==> config.mk <==
export PLATFORM = sky130hd
export DESIGN_NAME = challenge
export DESIGN_NICKNAME = d
export VERILOG_FILES = /design/src/rtl/challenge_pkg.sv /design/src/rtl/challenge_rom.sv /design/src/rtl/challenge.sv
export SDC_FILE = /design/constraint.sdc
export NUM_CORES = 1
export LEC_CHECK = 0
export CORE_ASPECT_RATIO = 2
export CORE_MARGIN = 1.5
export CORE_UTILIZATION = 59
export CTS_BUF_LIST = sky130_fd_sc_hd__clkbuf_8
export DETAILED_ROUTE_END_ITERATION = 7
export GPL_TIMING_DRIVEN = 0
export PLACE_DENSITY = 0.88
export SETUP_SLACK_MARGIN = 0.15
export SYNTH_ARGS = -nofsm -noshare
export SYNTH_HDL_FRONTEND = slang
export SYNTH_SLANG_ARGS = --single-unit
==> constraint.sdc <==
create_clock -name clk -period 5.3 [get_ports clk]
set_input_delay 1.06 -clock clk [delete_from_list [all_inputs] [get_ports clk]]
set_output_delay 1.06 -clock clk [all_outputs]
set_load 0.02 [all_outputs]
==> src/rtl/challenge_pkg.sv <==
// Shared constants for the flag checker: default parameters and the flag text.
//   DEF_FLAG_LEN : default number of flag characters
//   DEF_STATE_W  : default width of the match-index register
//   FLAG_STR     : flag bytes, element [FLAG_CHARS-1] holds character 0
//   flag_char()  : character lookup by index, 7'h00 past the end of the flag
package challenge_pkg;

  localparam int unsigned FLAG_CHARS   = 49;
  localparam int unsigned DEF_FLAG_LEN = FLAG_CHARS;
  localparam int unsigned DEF_STATE_W  = 8;

  // A string literal fills a packed byte array MSB-first, so the first character
  // lands in the highest element.
  localparam logic [FLAG_CHARS-1:0][7:0] FLAG_STR =
    "pbctf{M4yb3_I_5h0u1d_1mp13m3nt_0n_as1c_n3xt_t1m3}";

  function automatic logic [6:0] flag_char(input int unsigned idx);
    logic [7:0] c;
    c = 8'h00;
    if (idx < FLAG_CHARS) begin
      c = FLAG_STR[6'(FLAG_CHARS - 1 - idx)];
    end
    return c[6:0];
  endfunction

endpackage

==> src/rtl/challenge_rom.sv <==
// Index-to-character lookup for the flag.
//   i_idx  : match index (STATE_W bits)
//   o_char : expected 7-bit character, 7'h00 for i_idx >= FLAG_LEN
module challenge_rom
  import challenge_pkg::*;
#(
  parameter int unsigned FLAG_LEN = challenge_pkg::DEF_FLAG_LEN,
  parameter int unsigned STATE_W  = challenge_pkg::DEF_STATE_W
) (
  input  logic [STATE_W-1:0] i_idx,
  output logic [6:0]         o_char
);

  // Pure combinational table; out-of-range indices read as NUL.
  always_comb begin
    o_char = 7'h00;
    if (32'(i_idx) < FLAG_LEN) begin
      o_char = flag_char(32'(i_idx));
    end
  end

endmodule

==> src/rtl/challenge.sv <==
// Serial flag checker: advances a match index for each correct character.
//   clk       : clock, rising edge
//   n_rst     : asynchronous active-low reset
//   en        : byte-valid strobe
//   next_byte : candidate 7-bit ASCII character
//   win       : combinational, high once the whole flag has been matched
//   state     : number of flag characters matched so far (0..FLAG_LEN)
// Build option: CHALLENGE_STRICT_EN -- a wrong character restarts matching at 0
// instead of holding the current index.
module challenge
  import challenge_pkg::*;
#(
  parameter int unsigned FLAG_LEN = challenge_pkg::DEF_FLAG_LEN,
  parameter int unsigned STATE_W  = challenge_pkg::DEF_STATE_W
) (
  input  logic               clk,
  input  logic               n_rst,
  input  logic               en,
  input  logic [6:0]         next_byte,
  output logic               win,
  output logic [STATE_W-1:0] state
);

  logic [STATE_W-1:0] r_state;
  logic [STATE_W-1:0] w_state_nxt;
  logic [6:0]         w_exp_char;
  logic               w_done;

  challenge_rom #(
    .FLAG_LEN (FLAG_LEN),
    .STATE_W  (STATE_W)
  ) u_rom (
    .i_idx  (r_state),
    .o_char (w_exp_char)
  );

  assign w_done = (r_state == STATE_W'(FLAG_LEN));

  // Next match index; once complete the index is frozen until reset.
  always_comb begin
    w_state_nxt = r_state;
    if (en && !w_done) begin
      if (next_byte == w_exp_char) begin
        w_state_nxt = r_state + STATE_W'(1);
      end
`ifdef CHALLENGE_STRICT_EN
      else begin
        // Restart without re-checking the failing byte against character 0.
        w_state_nxt = '0;
      end
`endif
    end
  end

  // Match-index register.
  always_ff @(posedge clk or negedge n_rst) begin
    if (!n_rst) begin
      r_state <= '0;
    end else begin
      r_state <= w_state_nxt;
    end
  end

  assign state = r_state;
  assign win   = w_done;

endmodule

==> results.rst, run 1 <==
.. list-table::
   :header-rows: 1

   * - Metric
     - Value
   * - Most frequent standard cell in the layout excluding fill and tap cells
     - sky130_fd_sc_hd__clkdlybuf4s50_1
   * - Die area
     - 0.003190 mm^2
   * - Setup repair after global routing missed its margin
     - no
   * - Average detailed-routed wire length per instance
     - 20.81 um
   * - Fin Setup TNS
     - 0 ps
   * - Number of core rows
     - 27
   * - Die H
     - 78.39 um
   * - Overall routing resource usage
     - 41.96%
   * - Critical Path End Type
     - flop
   * - Final critical-path setup slack
     - 535.7 ps
   * - Worst R2R Path Depth
     - 16
   * - Number of warnings printed during yosys synthesis
     - 0
   * - Total overflow reported by the global router
     - 0
   * - Number of setup violations in the final report
     - 0
   * - Count of hold buffers inserted by post-cts repair
     - 0
   * - # Max-Cap Violations
     - 0
   * - Syn Area/Cell
     - 7.485 um^2
   * - Number of antenna violations at the first check in global routing
     - 0
   * - Cell area after synthesis
     - 0.001677 mm^2
   * - Hold Violations, Final
     - 0
   * - Clock Tree Buf Depth
     - 2
   * - Port Buffer Count
     - 18
   * - Final clock skew
     - 4.106 ps
   * - Capture instance of the worst register-to-register path
     - state[2]
   * - Synthesis-to-layout area growth
     - 16.57%
   * - Count of mapped cells out of synthesis
     - 224
   * - Length of the first detailed-routing pass in iterations
     - 4
   * - Highest-count cells in the layout ignoring fill and taps
     - sky130_fd_sc_hd__clkdlybuf4s50_1 (18), sky130_fd_sc_hd__nand2_1 (17), sky130_fd_sc_hd__o21ai_0 (12), sky130_fd_sc_hd__nor3_1 (11), sky130_fd_sc_hd__nand3_1 (11)
   * - Post-layout net count
     - 267
   * - Minimum clock period
     - 4764 ps
   * - Total length of routed wires
     - 5.724 mm
   * - Element type at the critical path start
     - flop
   * - Setup slack of the worst register-to-register path
     - 540 ps
   * - Worst slew margin relative to its limit
     - 48.12%
   * - HP Start
     - state[7]
   * - Effective utilization at floorplan
     - 61.27%
   * - End point of the worst hold path
     - state[7]
   * - Startpoint-to-endpoint class of the critical path
     - flop to flop
   * - Critical R2R Launch
     - state[0]
   * - Via-per-instance ratio
     - 7.113
   * - Number of inserted filler cells in the final layout
     - 231
   * - Share of the core filled with cells
     - 71.42%
   * - Main flop type after synthesis
     - sky130_fd_sc_hd__dfrtp_1
   * - Number of global-route vias before repair
     - 1,949
   * - Placed wire-length estimate after detailed placement
     - 4.271 mm
   * - Flip-flop and latch count after synthesis
     - 8
   * - Upper clock frequency limit
     - 209.9 MHz
   * - Detailed-route DRC error count
     - 0
   * - Flip-flop count of the largest register, all copies and words added
     - 8
   * - Diodes inserted
     - 0
   * - Outcome
     - finished, final reports clean
   * - Maximum vdd ir drop
     - 0.2720 mV
   * - Post-synth EDFFs
     - 0
   * - Antenna Violating Nets Remaining
     - 0
   * - Clock insertion delay at the later pin of the skew report
     - 230 ps
   * - Clock sink count
     - 8
   * - Sequential cell area
     - 200.2 um^2
   * - Area of combinational cells with multiple inputs
     - 0.001361 mm^2
   * - Sequential cell area fraction in the yosys report
     - 11.94%
   * - Worst min-delay path category
     - flop to flop
   * - Number of DRC markers in iteration 0
     - 116
   * - Share of async-settable or async-resettable flops after synthesis
     - 100.0%
   * - Chip Width
     - 40.70 um
   * - Post-route clock period utilization
     - 89.89%
   * - Global placement routability congestion
     - 1.012
   * - Place WS
     - 457.1 ps
   * - Clock-pin slew on the worst setup and hold paths
     - 40 ps
   * - PD cells
     - 249.4 mW/mm^2
   * - Number of H-tree levels
     - 1
   * - Cell count of the worst hold path
     - 1
   * - Critical path fanouts, max
     - 10
   * - Endpoint required time on the critical path
     - 5400 ps
   * - Clock root buffer
     - sky130_fd_sc_hd__clkbuf_8
   * - Synthesized netlist net count
     - 243
   * - Final slew viol count
     - 0
   * - Io pins
     - 19
   * - Static Leakage
     - 0.7125 nW
   * - Via count
     - 1,956
   * - Global-route wire length before repair
     - 9.466 mm
   * - Clock tree from TritonCTS
     - yes
   * - Largest net degree at the start of global routing
     - 11
   * - CORE AREA
     - 0.002736 mm^2
   * - Share of layout cells above drive strength 1
     - 13.01%
   * - Worst Path Arrival
     - 4870 ps
   * - Number of library cell types mapped by synthesis
     - 62
   * - Number of CTS-inserted buffers
     - 3
   * - Actual slew at the worst max-slew pin
     - 772.7 ps
-- worst max-delay path, stage by stage (launching register included) --
cell	delay (ps)
sky130_fd_sc_hd__dfrtp_1	450
sky130_fd_sc_hd__buf_2	260
sky130_fd_sc_hd__clkbuf_1	350
sky130_fd_sc_hd__inv_1	260
sky130_fd_sc_hd__ha_1	360
sky130_fd_sc_hd__ha_1	330
sky130_fd_sc_hd__buf_2	230
sky130_fd_sc_hd__or3b_2	460
sky130_fd_sc_hd__o32ai_1	140
sky130_fd_sc_hd__a31oi_1	180
sky130_fd_sc_hd__a221oi_1	360
sky130_fd_sc_hd__o221a_2	230
sky130_fd_sc_hd__o311ai_1	150
sky130_fd_sc_hd__nor4_4	410
sky130_fd_sc_hd__buf_4	200
sky130_fd_sc_hd__nand3_1	100
sky130_fd_sc_hd__xnor2_1	160
-- cells in the mapped netlist, types with 3 or more instances --
cell type	n	area share, %
sky130_fd_sc_hd__nor4_1	3	1.1
sky130_fd_sc_hd__xnor2_1	9	4.7
sky130_fd_sc_hd__mux2i_1	5	3.0
sky130_fd_sc_hd__xor2_1	6	3.1
sky130_fd_sc_hd__o211ai_1	8	3.6
sky130_fd_sc_hd__nor2b_1	4	1.5
sky130_fd_sc_hd__o21ai_0	12	3.6
sky130_fd_sc_hd__or3_1	7	2.6
sky130_fd_sc_hd__or4_1	3	1.3
sky130_fd_sc_hd__ha_1	9	6.7
sky130_fd_sc_hd__nor3_1	11	3.3
sky130_fd_sc_hd__a21oi_1	7	2.1
sky130_fd_sc_hd__inv_1	7	1.6
sky130_fd_sc_hd__dfrtp_1	8	12
sky130_fd_sc_hd__a31oi_1	8	3.0
sky130_fd_sc_hd__nand3_1	11	3.3
sky130_fd_sc_hd__buf_2	8	2.4
sky130_fd_sc_hd__nor2_1	10	2.2
sky130_fd_sc_hd__a32oi_1	3	1.6
sky130_fd_sc_hd__nand2_1	17	3.8
sky130_fd_sc_hd__o21a_1	3	1.3
sky130_fd_sc_hd__buf_1	4	0.90
sky130_fd_sc_hd__clkbuf_1	6	1.3
sky130_fd_sc_hd__nand2b_1	5	1.9
sky130_fd_sc_hd__a211oi_1	3	1.3
-- kinds of logic after synthesis --
group | after synthesis | synth area share (%)
and+or+nand+nor | 83 | 27.76
AOI/OAI and AO/OA | 75 | 34.78
buffers and inverters | 28 | 7.314
xor gates and xnor gates | 15 | 7.836
adders and majority gates | 9 | 6.717
DFF | 8 | 11.94
muxes | 6 | 3.657
-- worst max path at each step --
stage	start	end	depth (start not counted)
finish	state[0]	state[2]	16
floorplan	state[1]	state[5]	16
CTS	state[1]	state[5]	18
global placement	state[1]	state[0]	18
detailed placement	state[1]	state[0]	18
global route	state[0]	state[0]	16
-- power by group --
part / internal [mW] / total [mW] / switching (mW)
Clock: 0.0492 / 0.0734 / 0.0241
Combinational: 0.124 / 0.340 / 0.215
Sequential: 0.0655 / 0.0745 / 0.00901
Total: 0.239 / 0.488 / 0.249
-- metrics by stage --
| stage | total power [mW] | instance area [um^2] | hold WS, ps | cells |
|---|---|---|---|---|
| after floorplan | 0.3121 | 1677 | 600.3 | 224 |
| after global placement | 0.3969 | 1893 | 502.3 | 271 |
| after detailed placement | 0.4016 | 1893 | 505.6 | 271 |
| after CTS | 0.4766 | 1934 | 513.3 | 274 |
| after global routing | 0.5303 | 1954 | 526.5 | 275 |
| final | 0.4875 | 1954 | 515.1 | 275 |
-- timing repair --
item / in CTS / in global routing
endpoints found under the setup margin: 0 / 8
gates resized for setup: 0 / 2
buffers inserted: 0 / 2
-- cell type report --
type,instances,share of cell area (%)
Inverter,9,1.729
Sequential cell,8,10.24
Buffer,18,4.417
Tap cell,29,1.857
Multi-Input combinational cell,188,69.65
Timing Repair Buffer,20,9.987
Clock buffer,3,2.113
-- per-layer routing --
layer	GRT usage (%)	vias to the layer above	routed length (um)
li1	-	906	-
met1	44.84	903	2009
met2	65.08	104	2898
met3	13.28	43	367
met4	28.00	0	450
met5	0	-	0
Note: power is estimated with default switching activity, not from simulation.
==> run 2: changes to the inputs <==
- CORE_ASPECT_RATIO: 2 -> not set
==> results.rst, run 2 (synthesis gave the netlist of run 1 again) <==
.. list-table::
   :header-rows: 1

   * - Metric
     - Value
   * - Outcome
     - finished, final reports clean (unchanged)
   * - Hold Violations, Final
     - 0 (unchanged)
   * - Antenna Violating Nets Remaining
     - 0 (unchanged)
   * - Average detailed-routed wire length per instance
     - 20.78 um (was 20.81 um)
   * - Final critical-path setup slack
     - 433.8 ps (was 535.7 ps)
   * - Post-route clock period utilization
     - 91.82% (was 89.89%)
   * - Highest-count cells in the layout ignoring fill and taps
     - sky130_fd_sc_hd__clkdlybuf4s50_1 (18), sky130_fd_sc_hd__nand2_1 (17), sky130_fd_sc_hd__o21ai_0 (12), sky130_fd_sc_hd__nor3_1 (11), sky130_fd_sc_hd__nand3_1 (11) (unchanged)
   * - Critical Path End Type
     - flop (unchanged)
   * - Static Leakage
     - 0.7082 nW (was 0.7125 nW)
   * - Post-layout net count
     - 266 (was 267)
   * - Maximum vdd ir drop
     - 0.2364 mV (was 0.2720 mV)
   * - Worst slew margin relative to its limit
     - 39.44% (was 48.12%)
   * - Actual slew at the worst max-slew pin
     - 901.9 ps (was 772.7 ps)
   * - Critical path's largest stage delay
     - 460 ps (about the same)
   * - Worst min-delay path category
     - flop to flop (unchanged)
   * - Via-per-instance ratio
     - 7.337 (was 7.113)
   * - Clock tree from TritonCTS
     - yes (unchanged)
   * - Chip Width
     - 56.31 um (was 40.70 um)
   * - Worst-path cell with the longest stage delay
     - sky130_fd_sc_hd__or3b_2 (unchanged)
   * - Minimum clock period
     - 4866 ps (was 4764 ps)
   * - Synthesis-to-layout area growth
     - 16.57% (unchanged)
   * - Setup slack of the worst register-to-register path
     - 430 ps (was 540 ps)
   * - Worst Path Arrival
     - 4970 ps (was 4870 ps)
   * - Critical path fanouts, max
     - 10 (unchanged)
   * - Via count
     - 2,025 (was 1,956)
   * - PD cells
     - 254.5 mW/mm^2 (was 249.4 mW/mm^2)
   * - Critical R2R Launch
     - state[0] (unchanged)
   * - Total length of routed wires
     - 5.734 mm (was 5.724 mm)
   * - Clock Tree Buf Depth
     - 2 (unchanged)
   * - Detailed-route DRC error count
     - 0 (unchanged)
   * - Length of the first detailed-routing pass in iterations
     - 5 (was 4)
   * - Worst R2R Path Depth
     - 16 (unchanged)
   * - Die area
     - 0.003170 mm^2 (was 0.003190 mm^2)
   * - Final clock skew
     - 4.094 ps (was 4.106 ps)
   * - Share of the core filled with cells
     - 71.49% (was 71.42%)
   * - Io pins
     - 19 (unchanged)
   * - Diodes inserted
     - 0 (unchanged)
   * - Setup repair after global routing missed its margin
     - no (unchanged)
   * - Number of H-tree levels
     - 1 (unchanged)
   * - Count of hold buffers inserted by post-cts repair
     - 0 (unchanged)
   * - # Max-Cap Violations
     - 0 (unchanged)
   * - Port Buffer Count
     - 18 (unchanged)
   * - Fin Setup TNS
     - 0 ps (unchanged)
   * - Total power
     - 0.4973 mW (was 0.4875 mW)
   * - Global-route wire length before repair
     - 9.239 mm (was 9.466 mm)
   * - Startpoint-to-endpoint class of the critical path
     - flop to flop (unchanged)
   * - Flip-flop count of the largest register, all copies and words added
     - 8 (unchanged)
   * - Final slew viol count
     - 0 (unchanged)
   * - Clock-pin slew on the worst setup and hold paths
     - 40 ps (about the same)
   * - Largest net degree at the start of global routing
     - 11 (unchanged)
   * - CORE AREA
     - 0.002734 mm^2 (was 0.002736 mm^2)
   * - Clock root buffer
     - sky130_fd_sc_hd__clkbuf_8 (unchanged)
   * - Upper clock frequency limit
     - 205.5 MHz (was 209.9 MHz)
   * - Cells traversed along the worst timing path
     - buf_2 -> clkbuf_1 -> inv_1 -> ha_1 -> ha_1 -> buf_2 -> or3b_2 -> o32ai_1 -> a31oi_1 -> a221oi_1 -> o221a_2 -> o311ai_1 -> nor4_4 -> buf_4 -> nand2_1 -> xnor2_1 (was buf_2 -> clkbuf_1 -> inv_1 -> ha_1 -> ha_1 -> buf_2 -> or3b_2 -> o32ai_1 -> a31oi_1 -> a221oi_1 -> o221a_2 -> o311ai_1 -> nor4_4 -> buf_4 -> nand3_1 -> xnor2_1)
   * - Clock insertion delay at the later pin of the skew report
     - 240 ps (was 230 ps)
   * - Capture instance of the worst register-to-register path
     - state[0] (was state[2])
   * - Capturing instance or port of the critical path
     - state[0] (was state[2])
   * - First element of the critical path
     - state[0] (unchanged)
   * - Global placement routability congestion
     - 0.9947 (was 1.012)
   * - Endpoint required time on the critical path
     - 5400 ps (about the same)
   * - Number of global-route vias before repair
     - 1,834 (was 1,949)
   * - Die H
     - 56.31 um (was 78.39 um)
   * - Number of DRC markers in iteration 0
     - 203 (was 116)
   * - Share of layout cells above drive strength 1
     - 12.65% (was 13.01%)
   * - Number of antenna violations at the first check in global routing
     - 0 (unchanged)
   * - Number of core rows
     - 19 (was 27)
   * - Clock sink count
     - 8 (unchanged)
   * - Total overflow reported by the global router
     - 0 (unchanged)
   * - Placed wire-length estimate after detailed placement
     - 4.038 mm (was 4.271 mm)
   * - Element type at the critical path start
     - flop (unchanged)
   * - Effective utilization at floorplan
     - 61.33% (was 61.27%)
   * - Number of CTS-inserted buffers
     - 3 (unchanged)
   * - Number of setup violations in the final report
     - 0 (unchanged)
   * - Place WS
     - 476.2 ps (was 457.1 ps)
   * - Most frequent standard cell in the layout excluding fill and tap cells
     - sky130_fd_sc_hd__clkdlybuf4s50_1 (unchanged)
   * - Worst hold-check slack
     - 516.1 ps (was 515.1 ps)
   * - Overall routing resource usage
     - 37.25% (was 41.96%)
[run 2: cell types whose count changed in the layout (fill, tap and decap cells not counted), sizes merged]
cell / change
clkbuf: -1
[run 2: layout make-up]
type | count | area, um^2
well taps | 31 | 38.79
multi-input cells | 188 | 1368
plain buffers | 18 | 85.08
inverters | 9 | 33.78
clock buffers | 3 | 41.29
fillers | 220 | 779.5
repair buffers | 19 | 187.7
flip-flops and latches | 8 | 200.2
[run 2: worst min path at each step]
stage               startpoint  endpoint  slack, ps  cells after the start
floorplan             state[7]  state[7]        600                      1
global placement      state[7]  state[7]        500                      1
detailed placement    state[7]  state[7]        500                      1
CTS                   state[7]  state[7]        510                      1
global route          state[7]  state[7]        520                      1
finish                state[7]  state[7]        520                      1
[run 2: critical path, delay by kind of cell (launching register included)]
kind	cells	cell delay, ps
AOI/OAI and AO/OA	5	1110
adders and majority gates	2	680
DFF	1	430
and+or+nand+nor	3	1000
buffers and inverters	5	1350
xor gates and xnor gates	1	150
[run 2: stage by stage]
stage / std cells / cell area [um^2]
after floorplan: 224 / 1677
after detailed placement: 273 / 1896
final: 276 / 1954
after CTS: 276 / 1937
after global routing: 276 / 1954
after global placement: 273 / 1896
[run 2: per-layer routing]
| metal | global-route usage [%] | vias to the layer above | share of wire (%) |
|---|---|---|---|
| li1 | - | 910 | - |
| met1 | 52.93 | 911 | 38 |
| met2 | 53.11 | 163 | 43 |
| met3 | 7.604 | 41 | 14 |
| met4 | 18.71 | 0 | 5.2 |
| met5 | 0 | - | 0 |
[run 2: power breakdown]
| group | leakage, nW | internal (mW) | total [mW] | switching, mW |
|---|---|---|---|---|
| logic | 0.581 | 0.124 | 0.346 | 0.221 |
| registers | 0.106 | 0.0655 | 0.0736 | 0.00814 |
| clock network | 0.0216 | 0.0496 | 0.0781 | 0.0285 |
| total | 0.708 | 0.239 | 0.497 | 0.258 |
[run 2: what timing repair did]
action / 4_1_cts / 5_1_grt
endpoints found under the setup margin: 0 / 8
setup buffers: 0 / 1
hold endpoints to repair: 0 / 0
gates resized for setup: 0 / 2
==> run 3: changes to the inputs <==
- ABC_AREA: not set -> 1
- GPL_ROUTABILITY_DRIVEN: not set -> 1
==> results.rst, run 3 <==
.. list-table::
   :header-rows: 1

   * - Metric
     - Value
   * - Outcome
     - finished, final reports clean (unchanged)
   * - Parity-gate share of the synthesized area counting xor and xnor cells
     - 3.206% (was 7.836%)
   * - Flip-flop count of the largest register, all copies and words added
     - 8 (unchanged)
   * - Port Buffer Count
     - 18 (unchanged)
   * - Hold Violations, Final
     - 0 (unchanged)
   * - Multiplexer share of the synthesized area
     - 0% (was 3.657%)
   * - # Max-Cap Violations
     - 0 (unchanged)
   * - Chip Width
     - 55.71 um (was 56.31 um)
   * - Met1 Wirelength
     - 1.842 mm (was 2.152 mm)
   * - Worst Path Arrival
     - 2390 ps (was 4970 ps)
   * - Syn Area/Cell
     - 5.896 um^2 (was 7.485 um^2)
   * - Element type at the critical path start
     - flop (unchanged)
   * - Synth Area in Adders
     - 6.870% (was 6.716%)
   * - Final critical-path setup slack
     - 1853 ps (was 433.8 ps)
   * - Number of DRC markers in iteration 0
     - 101 (was 203)
   * - Fraction of the mapped netlist area in compound gates
     - 6.107% (was 34.78%)
   * - Yosys top cell by area
     - sky130_fd_sc_hd__nand2_1 (was sky130_fd_sc_hd__dfrtp_1)
   * - Via-per-instance ratio
     - 5.495 (was 7.337)
   * - Maximum vdd ir drop
     - 0.2260 mV (was 0.2364 mV)
   * - Number of core rows
     - 18 (was 19)
   * - Number of warnings printed during yosys synthesis
     - 0 (unchanged)
   * - Share of layout cells above drive strength 1
     - 15.38% (was 12.65%)
   * - Main flop type after synthesis
     - sky130_fd_sc_hd__dfrtp_1 (unchanged)
   * - Flip-flop and latch count after synthesis
     - 8 (unchanged)
   * - Commonest cells in the synthesized netlist
     - sky130_fd_sc_hd__nand2_1 (122), sky130_fd_sc_hd__nand3_1 (29), sky130_fd_sc_hd__inv_1 (21), sky130_fd_sc_hd__nor2_1 (13), sky130_fd_sc_hd__nand2_2 (11) (was sky130_fd_sc_hd__nand2_1 (17), sky130_fd_sc_hd__o21ai_0 (12), sky130_fd_sc_hd__nand3_1 (11), sky130_fd_sc_hd__nor3_1 (11), sky130_fd_sc_hd__nor2_1 (10))
   * - Total length of routed wires
     - 4.161 mm (was 5.734 mm)
   * - Clock sink count
     - 8 (unchanged)
   * - PD cells
     - 227.4 mW/mm^2 (was 254.5 mW/mm^2)
   * - Via count
     - 1,808 (was 2,025)
   * - Overall routing resource usage
     - 28.98% (was 37.25%)
   * - Die area
     - 0.003103 mm^2 (was 0.003170 mm^2)
   * - Clock insertion delay at the later pin of the skew report
     - 230 ps (was 240 ps)
   * - Clock tree from TritonCTS
     - yes (unchanged)
   * - Die H
     - 55.71 um (was 56.31 um)
   * - Minimum clock period
     - 3447 ps (was 4866 ps)
   * - Post-layout net count
     - 320 (was 266)
   * - Clock Tree Buf Depth
     - 2 (unchanged)
   * - Largest net degree at the start of global routing
     - 13 (was 11)
   * - Most frequent standard cell in the layout excluding fill and tap cells
     - sky130_fd_sc_hd__nand2_1 (was sky130_fd_sc_hd__clkdlybuf4s50_1)
   * - Endpoint required time on the critical path
     - 4240 ps (was 5400 ps)
   * - Placed wire-length estimate after detailed placement
     - 3.217 mm (was 4.038 mm)
   * - Clock root buffer
     - sky130_fd_sc_hd__clkbuf_8 (unchanged)
   * - Met3 Wirelength
     - 214 um (was 810 um)
   * - Cell with the most instances after synthesis
     - sky130_fd_sc_hd__nand2_1 (unchanged)
   * - Number of library cell types mapped by synthesis
     - 29 (was 62)
   * - Resized cells post-CTS
     - 0 (unchanged)
   * - Count of hold buffers inserted by post-cts repair
     - 0 (unchanged)
   * - CORE AREA
     - 0.002545 mm^2 (was 0.002734 mm^2)
   * - Critical Path End Type
     - output pin (was flop)
   * - Setup repair after global routing missed its margin
     - no (unchanged)
   * - Io pins
     - 19 (unchanged)
   * - Final clock skew
     - 1.410 ps (was 4.094 ps)
   * - Synth Area in Simple Gates
     - 60.46% (was 27.76%)
   * - Worst slew margin relative to its limit
     - 69.80% (was 39.44%)
   * - Number of H-tree levels
     - 1 (unchanged)
   * - Length of the first detailed-routing pass in iterations
     - 5 (unchanged)
   * - Detailed-route DRC error count
     - 0 (unchanged)
   * - Sequential cell area fraction in the yosys report
     - 12.21% (was 11.94%)
   * - Actual slew at the worst max-slew pin
     - 452.5 ps (was 901.9 ps)
   * - Cell area after synthesis
     - 0.001639 mm^2 (was 0.001677 mm^2)
   * - Diodes inserted
     - 0 (unchanged)
   * - Number of setup violations in the final report
     - 0 (unchanged)
   * - Final slew viol count
     - 0 (unchanged)
   * - Count of mapped cells out of synthesis
     - 278 (was 224)
   * - Global-route wire length before repair
     - 7.341 mm (was 9.239 mm)
   * - Critical path fanouts, max
     - 9 (was 10)
   * - Number of CTS-inserted buffers
     - 3 (unchanged)
   * - Sum of met2 wire segment lengths after detailed routing
     - 2.051 mm (was 2.472 mm)
   * - Startpoint-to-endpoint class of the critical path
     - flop to output pin (was flop to flop)
   * - Synthesized netlist net count
     - 297 (was 243)
   * - Antenna Violating Nets Remaining
     - 0 (unchanged)
   * - Global placement routability congestion
     - 0.9533 (was 0.9947)
   * - Synthesis-to-layout area growth
     - 15.80% (was 16.57%)
   * - Number of antenna violations at the first check in global routing
     - 0 (unchanged)
   * - Total overflow reported by the global router
     - 0 (unchanged)
   * - Static Leakage
     - 1.023 nW (was 0.7082 nW)
   * - Clock-pin slew on the worst setup and hold paths
     - 40 ps (about the same)
   * - Share of async-settable or async-resettable flops after synthesis
     - 100.0% (unchanged)
   * - Post-synth EDFFs
     - 0 (unchanged)
   * - Effective utilization at floorplan
     - 64.41% (was 61.33%)
   * - Top layer in use
     - met4 (unchanged)
   * - Worst min-delay path category
     - flop to flop (unchanged)
   * - Fin Setup TNS
     - 0 ps (unchanged)
   * - Number of global-route vias before repair
     - 1,665 (was 1,834)
   * - Largest family of logic cells by synthesized area
     - simple AND/OR/NAND/NOR gates (was compound AO/OA/AOI/OAI gates)
   * - Highest-count cells in the layout ignoring fill and taps
     - sky130_fd_sc_hd__nand2_1 (122), sky130_fd_sc_hd__nand3_1 (29), sky130_fd_sc_hd__inv_1 (21), sky130_fd_sc_hd__clkdlybuf4s50_1 (18), sky130_fd_sc_hd__nor2_1 (13) (was sky130_fd_sc_hd__clkdlybuf4s50_1 (18), sky130_fd_sc_hd__nand2_1 (17), sky130_fd_sc_hd__o21ai_0 (12), sky130_fd_sc_hd__nor3_1 (11), sky130_fd_sc_hd__nand3_1 (11))
   * - Place WS
     - 2065 ps (was 476.2 ps)
   * - Upper clock frequency limit
     - 290.1 MHz (was 205.5 MHz)
   * - Synth area leaders
     - sky130_fd_sc_hd__nand2_1 (28%), sky130_fd_sc_hd__dfrtp_1 (12%), sky130_fd_sc_hd__nand3_1 (8.9%) (was sky130_fd_sc_hd__dfrtp_1 (12%), sky130_fd_sc_hd__ha_1 (6.7%), sky130_fd_sc_hd__xnor2_1 (4.7%))
   * - Post-route clock period utilization
     - 65.04% (was 91.82%)
   * - Average detailed-routed wire length per instance
     - 12.65 um (was 20.78 um)
   * - Buffers inserted by post-CTS timing repair
     - 0 (unchanged)
   * - Area share of the largest cell type after synthesis
     - 27.94% (was 11.94%)
run 3: through the flow:
step | hold WS, ps | total power [mW] | cells | cell area [um^2] | util (%)
2_1_floorplan | 628.2 | 0.2919 | 278 | 1639 | -
5_1_grt | 584.6 | 0.4702 | 329 | 1898 | 74.58
3_3_place_gp | 531.0 | 0.3514 | 326 | 1857 | 72.96
6_report | 553.2 | 0.4316 | 329 | 1898 | 74.58
4_1_cts | 552.2 | 0.4284 | 329 | 1898 | 74.58
3_5_place_dp | 539.3 | 0.3549 | 326 | 1857 | 72.96
run 3: cells by family after synthesis:
logic type | Yosys count
xor+xnor | 6
flops | 8
compound gates | 17
buf+inv | 34
fa+ha+maj | 9
simple gates | 204
run 3: report_power, final:
part	switching (mW)	internal [mW]
Combinational	0.188	0.104
Clock	0.0233	0.0491
Sequential	0.00388	0.0633
run 3: worst paths after layout:
path | end | start | slack (ps) | depth (start not counted)
max in group asynchronous | state[5] | n_rst | 3910 | 1
min in group asynchronous | state[3] | n_rst | 1120 | 1
worst max-delay path | win | state[1] | 1850 | 6
worst min-delay path | state[7] | state[7] | 550 | 2
worst min register to register | state[7] | state[7] | 550 | 2
worst max register to register | state[4] | state[0] | 2010 | 21
run 3: area by class of cell:
cell class                      instances  area [um^2]
Clock buffer                            3        41.29
Tap cell                               30        37.54
Fill cell                             220        646.9
Sequential cell                         8        200.2
Buffer                                 10        90.09
Timing Repair Buffer                   18        180.2
Inverter                               24        92.59
Multi-Input combinational cell        236         1256
run 3: critical path: stages (launching register included):
cell                              delay, ps
sky130_fd_sc_hd__dfrtp_1                440
sky130_fd_sc_hd__buf_4                  210
sky130_fd_sc_hd__inv_1                  140
sky130_fd_sc_hd__ha_1                   280
sky130_fd_sc_hd__nand3_1                100
sky130_fd_sc_hd__nor3_1                 300
sky130_fd_sc_hd__clkdlybuf4s50_1        680
run 3: per-layer routing:
| layer | track usage [%] | vias to the layer above |
|---|---|---|
| met1 | 36.97 | 806 |
| met2 | 52.55 | 64 |
| li1 | - | 932 |
| met4 | 8.711 | 0 |
| met3 | 0.9302 | 6 |
| met5 | 0 | - |
